`src/rtl/tlc_pkg.sv`:
```
// Shared definitions for the multi-approach traffic light controller:
// controller state encoding and direction-index width helper.
package tlc_pkg;

  typedef logic [2:0] state_t;

  localparam state_t ST_GREEN  = 3'd0;
  localparam state_t ST_YELLOW = 3'd1;
  localparam state_t ST_ALLRED = 3'd2;
  localparam state_t ST_FLASH  = 3'd3;

  // Width of a direction index; a two-way junction still needs one bit.
  function automatic int dirWidth(input int nDir);
    return (nDir <= 2) ? 1 : $clog2(nDir);
  endfunction

endpackage

```
`src/rtl/tlc_multiway_rr_next_dir.sv`:
```
// Combinational round-robin picker: first requesting index after cur,
// wrapping modulo N_DIR; returns cur itself when nobody else is requesting.
module rr_next_dir
  import tlc_pkg::*;
#(
  parameter int N_DIR = 4,
  parameter int DW    = dirWidth(N_DIR)
) (
  input  logic [N_DIR-1:0] req,
  input  logic [DW-1:0]    cur,
  output logic [DW-1:0]    nextIdx,
  output logic             anyReq
);

  localparam logic [N_DIR-1:0] ONE_HOT0 = {{(N_DIR-1){1'b0}}, 1'b1};
  localparam logic [DW:0]      N_WRAP   = (DW+1)'(N_DIR);

  logic [DW:0]   sum_s;
  logic [DW-1:0] idx_s;
  logic          found_s;

  // Scan offsets 1..N_DIR-1 from cur, keeping the first hit.
  always_comb begin
    nextIdx = cur;
    found_s = 1'b0;
    sum_s   = {(DW+1){1'b0}};
    idx_s   = {DW{1'b0}};
    for (int k = 1; k < N_DIR; k++) begin
      sum_s = {1'b0, cur} + (DW+1)'(k);
      if (sum_s >= N_WRAP) begin
        sum_s = sum_s - N_WRAP;
      end else begin
        sum_s = sum_s;
      end
      idx_s = sum_s[DW-1:0];
      if (!found_s && req[idx_s]) begin
        found_s = 1'b1;
        nextIdx = idx_s;
      end else begin
        found_s = found_s;
      end
    end
  end

  assign anyReq = |(req & ~(ONE_HOT0 << cur));

endmodule

```
`src/rtl/tlc_multiway.sv`:
```
// N-approach round-robin traffic light controller with min/max green,
// yellow and all-red clearance, idle-direction skipping and night flash.
module tlc_multiway
  import tlc_pkg::*;
#(
  parameter int N_DIR      = 4,
  parameter int CNT_W      = 8,
  parameter int GREEN_MIN  = 4,
  parameter int GREEN_MAX  = 8,
  parameter int YELLOW_CYC = 2,
  parameter int ALLRED_CYC = 1,
  parameter int FLASH_HALF = 2
) (
  input  logic                       clk,
  input  logic                       reset,
  input  logic [N_DIR-1:0]           car,
  input  logic                       night,
  output logic [N_DIR-1:0]           green,
  output logic [N_DIR-1:0]           yellow,
  output logic [N_DIR-1:0]           red,
  output logic [dirWidth(N_DIR)-1:0] cur_dir,
  output logic [2:0]                 phase
);

  localparam int DW = dirWidth(N_DIR);

  localparam logic [N_DIR-1:0] ONE_HOT0  = {{(N_DIR-1){1'b0}}, 1'b1};
  localparam logic [CNT_W-1:0] GMIN_LAST = CNT_W'(GREEN_MIN - 1);
  localparam logic [CNT_W-1:0] GMAX_LAST = CNT_W'(GREEN_MAX - 1);
  localparam logic [CNT_W-1:0] YEL_LAST  = CNT_W'(YELLOW_CYC - 1);
  localparam logic [CNT_W-1:0] AR_LAST   = CNT_W'(ALLRED_CYC - 1);
  localparam logic [CNT_W-1:0] FH_LAST   = CNT_W'(FLASH_HALF - 1);
  localparam logic [CNT_W-1:0] CNT_ONE   = {{(CNT_W-1){1'b0}}, 1'b1};
  localparam logic [CNT_W-1:0] CNT_MAX   = {CNT_W{1'b1}};

  state_t           state_r;
  state_t           stateNext_s;
  logic [CNT_W-1:0] timer_r;
  logic [CNT_W-1:0] flashCnt_r;
  logic             flash_r;
  logic [DW-1:0]    curDir_r;
  logic [DW-1:0]    nextDir_r;
  logic [DW-1:0]    pickDir_s;
  logic             anyOther_s;
  logic             leaveGreen_s;
  logic [N_DIR-1:0] served_s;

  rr_next_dir #(
    .N_DIR (N_DIR),
    .DW    (DW)
  ) u_pick (
    .req     (car),
    .cur     (curDir_r),
    .nextIdx (pickDir_s),
    .anyReq  (anyOther_s)
  );

  assign served_s = ONE_HOT0 << curDir_r;

  // Night, gap-out and max-out all end a green the same way.
  assign leaveGreen_s = (night && (timer_r >= GMIN_LAST)) ||
                        (anyOther_s && !car[curDir_r] && (timer_r >= GMIN_LAST)) ||
                        (anyOther_s && (timer_r >= GMAX_LAST));

  // Next-state selection.
  always_comb begin
    stateNext_s = state_r;
    case (state_r)
      ST_GREEN: begin
        if (leaveGreen_s) stateNext_s = ST_YELLOW;
        else              stateNext_s = ST_GREEN;
      end
      ST_YELLOW: begin
        if (timer_r >= YEL_LAST) stateNext_s = ST_ALLRED;
        else                     stateNext_s = ST_YELLOW;
      end
      ST_ALLRED: begin
        if (timer_r >= AR_LAST) stateNext_s = night ? ST_FLASH : ST_GREEN;
        else                    stateNext_s = ST_ALLRED;
      end
      ST_FLASH: begin
        if (!night) stateNext_s = ST_ALLRED;
        else        stateNext_s = ST_FLASH;
      end
      default: stateNext_s = ST_GREEN;
    endcase
  end

  // State, phase timer and direction registers.
  always_ff @(posedge clk or posedge reset) begin
    if (reset) begin
      state_r   <= ST_GREEN;
      timer_r   <= {CNT_W{1'b0}};
      curDir_r  <= {DW{1'b0}};
      nextDir_r <= {DW{1'b0}};
    end else begin
      state_r <= stateNext_s;
      if (stateNext_s != state_r) timer_r <= {CNT_W{1'b0}};
      else if (timer_r != CNT_MAX) timer_r <= timer_r + CNT_ONE;
      else timer_r <= timer_r;
      if (state_r == ST_GREEN && stateNext_s == ST_YELLOW) nextDir_r <= pickDir_s;
      else if (state_r == ST_FLASH && stateNext_s == ST_ALLRED) nextDir_r <= {DW{1'b0}};
      else nextDir_r <= nextDir_r;
      if (state_r == ST_ALLRED && stateNext_s == ST_GREEN) curDir_r <= nextDir_r;
      else curDir_r <= curDir_r;
    end
  end

  // Night flash phase: lit on entry, toggles every FLASH_HALF cycles.
  always_ff @(posedge clk or posedge reset) begin
    if (reset) begin
      flash_r    <= 1'b0;
      flashCnt_r <= {CNT_W{1'b0}};
    end else if (state_r != ST_FLASH && stateNext_s == ST_FLASH) begin
      flash_r    <= 1'b1;
      flashCnt_r <= {CNT_W{1'b0}};
    end else if (state_r == ST_FLASH) begin
      if (flashCnt_r >= FH_LAST) begin
        flash_r    <= ~flash_r;
        flashCnt_r <= {CNT_W{1'b0}};
      end else begin
        flash_r    <= flash_r;
        flashCnt_r <= flashCnt_r + CNT_ONE;
      end
    end else begin
      flash_r    <= flash_r;
      flashCnt_r <= flashCnt_r;
    end
  end

  // Lamp decode of the registered state.
  always_comb begin
    green  = {N_DIR{1'b0}};
    yellow = {N_DIR{1'b0}};
    red    = {N_DIR{1'b1}};
    case (state_r)
      ST_GREEN: begin
        green = served_s;
        red   = ~served_s;
      end
      ST_YELLOW: begin
        yellow = served_s;
        red    = ~served_s;
      end
      ST_ALLRED: red = {N_DIR{1'b1}};
      ST_FLASH:  red = {N_DIR{flash_r}};
      default:   red = {N_DIR{1'b1}};
    endcase
  end

  assign cur_dir = curDir_r;
  assign phase   = state_r;

endmodule

```
`config.mk`:
```
export PLATFORM = sky130hd
export DESIGN_NAME = tlc_multiway
export DESIGN_NICKNAME = d
export VERILOG_FILES = /design/src/rtl/tlc_pkg.sv /design/src/rtl/tlc_multiway_rr_next_dir.sv /design/src/rtl/tlc_multiway.sv
export SDC_FILE = /design/constraint.sdc
export NUM_CORES = 1
export LEC_CHECK = 0
export BUFFER_PORTS_ARGS = -buffer_cell sky130_fd_sc_hd__buf_2
export CAP_MARGIN = 20
export CORE_ASPECT_RATIO = 0.75
export CORE_UTILIZATION = 38
export DETAILED_ROUTE_END_ITERATION = 10
export PLACE_DENSITY_LB_ADDON = 0.2
export SLEW_MARGIN = 20
export SYNTH_ARGS = -nofsm -noshare
export SYNTH_HDL_FRONTEND = slang
export SYNTH_SLANG_ARGS = --single-unit
```
`constraint.sdc`:
```
create_clock -name clk -period 2.8 [get_ports clk]
set_clock_uncertainty 0.2 [all_clocks]
set_input_delay 0 -clock clk [delete_from_list [all_inputs] [get_ports clk]]
set_output_delay 0 -clock clk [all_outputs]
set_load 0.02 [all_outputs]
```
Yosys cells after proc, flatten, opt, wreduce, memory -nomap -nowiden
Cells that the tools add are included.

Flip-flop bits (word level): 24. Output and inout port bits: 17. Logic and storage cells: 98.

Add/sub/neg operators: 8. Order comparisons: 12. Equal/unequal tests: 9. Shift-type cells: 1. Mux-type cells: 35. Bitwise operators: 3. Reductions and logical operators: 24.

Operators by type and width (number): $mux 8 (5); $ge 8x1->1 const B (3); $mux 2 (11); $add 8x1->8 const B (2); $eq 3x2->1 const B (4); $lt 2x3->1 const B (4); $pmux 3 s4 (1); $mux 1 (11); $logic_and 1x1->1 (10); $ge 3x3->1 const B (3); $bmux 1 s2 (4); $ge 8x2->1 const B (1); $ge 8x3->1 const B (1); $mux 4 (2); $ne 8x8->1 const B (1); $pmux 4 s2 (1); $reduce_bool 2->1 (4); $add 2x2->3 const B (2); $eq 3x1->1 const B (2); $logic_not 3->1 (2); $sub 2x1->2 const B (3); $and 4x4->4 (1); $not 4->4 (1); $reduce_or 4->1 (1); 9 further kinds (12).

Depth between registers and ports, before layout
Depth in word-level cells: 14. Gate-level depth with buffers: 8. Gate-level depth less buffers: 7.

Modules after synthesis
A second synthesis with hierarchy kept.

Cells, all modules: 184. Area, all modules: 1647.8 um2.

By module, submodules not included: tlc_multiway (instances 1, cells each 140, area an instance 1337.5 um2, seq. area each 575.6 um2); rr_next_dir (instances 1, cells each 44, area an instance 310.3 um2, seq. area each 0.0 um2).

Least setup slack after synthesis
OpenSTA, ideal clock, no wires.

Kind: register to register. Start point: register curDir_r[0], in the netlist cur_dir[0]. End point: register timer_r[0]. Data arrival time: 2.063 ns. Required time: 2.457 ns. Setup slack: 0.394 ns. Cell stages (with the launch flop): 7. Cells stage by stage: dfrtp_1 -> clkbuf_1 -> mux4_2 -> nor2_1 -> nor2_1 -> o31ai_2 -> nor2_1.

Cells in the longest elaborated chain, start to end: 12.

RTL lines: start: declaration (RTL line tlc_multiway.sv:41) `logic [DW-1:0] curDir_r;`; start signal: assignment (RTL line tlc_multiway.sv:94) `curDir_r <= {DW{1'b0}};`; start signal: assignment (RTL line tlc_multiway.sv:104) `if (state_r == ST_ALLRED && stateNext_s == ST_GREEN) curDir_r <= nextDir_r;`; start signal: assignment (RTL line tlc_multiway.sv:105) `else curDir_r <= curDir_r;`; $shl 1x2->4 (RTL line tlc_multiway_rr_next_dir.sv:45) `assign anyReq = |(req & ~(ONE_HOT0 << cur));`; $not 4->4 (RTL line tlc_multiway_rr_next_dir.sv:45); $and 4x4->4 (RTL line tlc_multiway_rr_next_dir.sv:45); $reduce_or 4->1 (RTL line tlc_multiway_rr_next_dir.sv:45); $logic_and 1x1->1 (2 in a row) (RTL line tlc_multiway.sv:62) `(anyOther_s && !car[curDir_r] && (timer_r >= GMIN_LAST)) ||`; $logic_or 1x1->1 (RTL line tlc_multiway.sv:61) `assign leaveGreen_s = (night && (timer_r >= GMIN_LAST)) ||`; $logic_or 1x1->1 * (RTL line tlc_multiway.sv:62); $mux 1 * (RTL line tlc_multiway.sv:70) `if (leaveGreen_s) stateNext_s = ST_YELLOW;`; $pmux 3 s4 * (RTL line tlc_multiway.sv:68) `case (state_r)`; $ne 3x3->1 * (RTL line tlc_multiway.sv:98) `if (stateNext_s != state_r) timer_r <= {CNT_W{1'b0}};`; $mux 8 / $reduce_bool 2->1 (equally long branches); end signal: assignment (RTL line tlc_multiway.sv:98); end signal: assignment (RTL line tlc_multiway.sv:99) `else if (timer_r != CNT_MAX) timer_r <= timer_r + CNT_ONE;`; end signal: assignment (RTL line tlc_multiway.sv:100) `else timer_r <= timer_r;`; end: declaration (RTL line tlc_multiway.sv:38) `logic [CNT_W-1:0] timer_r;`.

Every way passes the cells marked *; elsewhere a longest branch is shown, timed or not. The select of a mux whose other input is x is not followed. A chain may end at the register's enable or synchronous reset.

Final worst setup path
Start point: register timer_r[4]. End point: register timer_r[6].

Cells in the longest elaborated chain, start to end: 8.

RTL lines: start signal: assignment (RTL line tlc_multiway.sv:93) `timer_r <= {CNT_W{1'b0}};`; start signal: assignment (RTL line tlc_multiway.sv:98); start signal: assignment (RTL line tlc_multiway.sv:99); $ge 8x2->1 (RTL line tlc_multiway.sv:61, tlc_multiway.sv:62); $logic_and 1x1->1, on equally long branches (RTL line tlc_multiway.sv:61, tlc_multiway.sv:62); $logic_or 1x1->1 (RTL line tlc_multiway.sv:61); $logic_or 1x1->1 (RTL line tlc_multiway.sv:62); $mux 1 (RTL line tlc_multiway.sv:70); $pmux 3 s4 (RTL line tlc_multiway.sv:68); $ne 3x3->1 (RTL line tlc_multiway.sv:98); $mux 8 / $reduce_bool 2->1 (equally long branches).

Several ways; a longest one is shown, not always the timed one. The select of a mux whose other input is x is not followed.

==> flow_metrics.env <==
export IMPL_outcome="finished clean"
export IMPL_io_pins=24
export IMPL_rsz0062_at_grt="no"
export IMPL_yosysSeqAreaShare=0.379
export IMPL_cts_sinks=23
export IMPL_yosysTopAreaCell="dfrtp_1"
export IMPL_initial_core_util=0.407
export IMPL_multi_input_area_um2=857
export IMPL_cp_start_kind="register"
export IMPL_area_growth_pct=15.4
export IMPL_vdd_drop_max_mv=0.395
export IMPL_drt_total_wl_um=3160
export IMPL_drtAntennaViolNets=0
export IMPL_drive_above_1_share=0.191
export IMPL_fillers=368
export IMPL_viasPerCell=5.16
export IMPL_relSlewSlack=0.409
export IMPL_synth_common_cells="dfrtp_1, nor2_1, inv_1"
export IMPL_die_height_um=56.8
export IMPL_synth_net_count=186
export IMPL_required_ns=2.77
export IMPL_cellPowerDensity_nw_per_um2=970
export IMPL_dp_hpwl_um=2450
export IMPL_slew_viol_final=0
export IMPL_yosys_most_used_dff="dfrtp_1"
export IMPL_drt_iter0_markers=86
export IMPL_synth_lib_cells_used_distinct=43
export IMPL_vias=1269
export IMPL_grt_overflow=0
export IMPL_arrival_ns=2.49
export IMPL_syn_inst=169
export IMPL_antenna_found_initial=0
export IMPL_hold_viol_final=0
export IMPL_gp_congestion=0.870
export IMPL_crit_fanout=8
export IMPL_clk_pin_slew_ns=0.09
export IMPL_crit_type="reg2reg"
export IMPL_crit_path_end_kind="register"
export IMPL_fmax_ghz=0.397
export IMPL_cts_tree="done"
export IMPL_finalPower_mw=1.70
export IMPL_setup_viol=0
export IMPL_regArea_um2=576
export IMPL_synth_area_leaders="dfrtp_1, ha_1, and2_1"
export IMPL_core_um2=3730
export IMPL_synth_edff_count=0
export IMPL_synth_warnings=0
export IMPL_grt_start_max_net_pins=24
export IMPL_die_area_um2=4260
export IMPL_p_leak_nw=0.812
export IMPL_clkLatencyLatePin_ns=0.26
export IMPL_grt_pass1_wl_um=5460
export IMPL_final_net_count=212
export IMPL_drc=0
export IMPL_clockBufferDepth=2
export IMPL_cts_root_buffer="clkbuf_8"
export IMPL_yosysMostFrequentCell="dfrtp_1"
export IMPL_maxCapViolations=0
export IMPL_hold_class="in2reg"
export IMPL_gr_usage_all_layers=0.167
export IMPL_diodes=0
export IMPL_syn_avg_cell_area_um2=8.99
export IMPL_wl_per_cell_um=12.9
export IMPL_async_flop_share=1.00
export IMPL_syn_cell_area_um2=1520
export IMPL_finalCriticalPeriod_ns=2.52
export IMPL_drt_pass1_iter_count=4
export IMPL_htreeDepth=1
export IMPL_yosysTopAreaCellShare=0.379
export IMPL_reg2reg_setup_slack_ns=0.28
export IMPL_cts_inserted_buffers=3
export IMPL_ys_ff_latch=23
export IMPL_finalCritPeriodShare=0.899
export IMPL_grt_pass1_vias=1201
export IMPL_worstMarginPinSlew_ns=0.885
export IMPL_port_buffers=22
export IMPL_fin_tns_setup_ns=0
export IMPL_die_x_um=75.0
export IMPL_row_count=19
[report_power, final]
group	internal (mW)	switching [mW]
registers	0.417	0.108
logic	0.392	0.575
clock network	0.0994	0.110
total	0.908	0.792
[area by class of cell]
class                      instances  area share
sequential                        23       0.328
clock inverter                     1     0.00286
multi-input combinational        124       0.489
inverter                          17      0.0364
tap                               52      0.0371
timing repair buffer              26      0.0828
clock buffer                       3      0.0236
[worst max-delay path, cell delays in order, from the launching register on]
cell	delay, ns
dfrtp_1	0.43
or4_1	0.57
nor4_1	0.52
a2bb2oi_1	0.26
o31ai_2	0.09
buf_4	0.17
a311oi_2	0.19
[cells in the final DEF, fill, tap and decap left out, drive strengths merged, types with 2 or more instances in the layout]
| cell type | count |
|---|---|
| xnor2 | 3 |
| nor2b | 4 |
| nor4 | 3 |
| inv | 17 |
| dfrtp | 23 |
| o22ai | 2 |
| o21ai | 12 |
| nand4 | 2 |
| nor2 | 18 |
| clkbuf | 3 |
| nand3 | 3 |
| mux4 | 2 |
| a311oi | 2 |
| buf | 24 |
| dlygate4sd3 | 2 |
| nand2 | 15 |
| ha | 10 |
| and2 | 14 |
| nor3 | 5 |
| mux2i | 4 |
| a21oi | 6 |
[stage by stage]
| stage | std cells | worst slack [ns] | area [µm²] | utilization | hold WS [ns] |
|---|---|---|---|---|---|
| after floorplan | 169 | 0.394 | 1520 | - | -0.198 |
| after global placement | 240 | 0.451 | 1690 | 0.452 | 0.0195 |
| after detailed placement | 240 | 0.299 | 1690 | 0.452 | 0.0226 |
| after CTS | 246 | 0.275 | 1750 | 0.470 | 0.0219 |
| after global routing | 246 | 0.141 | 1750 | 0.470 | 0.0608 |
| final | 246 | 0.283 | 1750 | 0.470 | 0.0240 |
[flip-flops by register name, summed over array words and instances (netlist names)]
signal / count
nextDir_r: 2
phase: 2
flashCnt_r: 8
timer_r: 8
cur_dir: 2
flash_r: 1
[final timing paths]
kind | start | end | cells past startpoint
worst min-delay path | car[3] | nextDir_r[1] | 5
max in group asynchronous | reset | phase[0] | 3
worst max register to register | timer_r[4] | timer_r[6] | 6
min in group asynchronous | reset | timer_r[3] | 3
worst min register to register | nextDir_r[1] | cur_dir[1] | 2
worst max-delay path | timer_r[4] | timer_r[6] | 6
[layer usage]
layer,GRT usage,up-vias,wire (µm),part of all wire
li1,-,628,-,-
met1,0.237,610,1600,0.51
met2,0.264,29,1400,0.44
met3,0.0377,2,144,0.046
met4,0.0243,0,12,0.0038
met5,0,-,0,0
[cell families after synthesis]
kind of cell | count (synthesis) | share of synthesized area
xor+xnor | 4 | 0.0231
mux | 7 | 0.0634
compound gates | 31 | 0.144
buf+inv | 22 | 0.0568
flops | 23 | 0.379
fa+ha+maj | 11 | 0.0890
simple gates | 70 | 0.242
other cells | 1 | 0.00247
[repair_timing]
item	in CTS	in global routing
hold buffers	2	0
gates resized for setup	0	0
endpoints found under the hold margin	26	0
buffers inserted	0	0
Note: power is estimated with default switching activity, not from simulation.
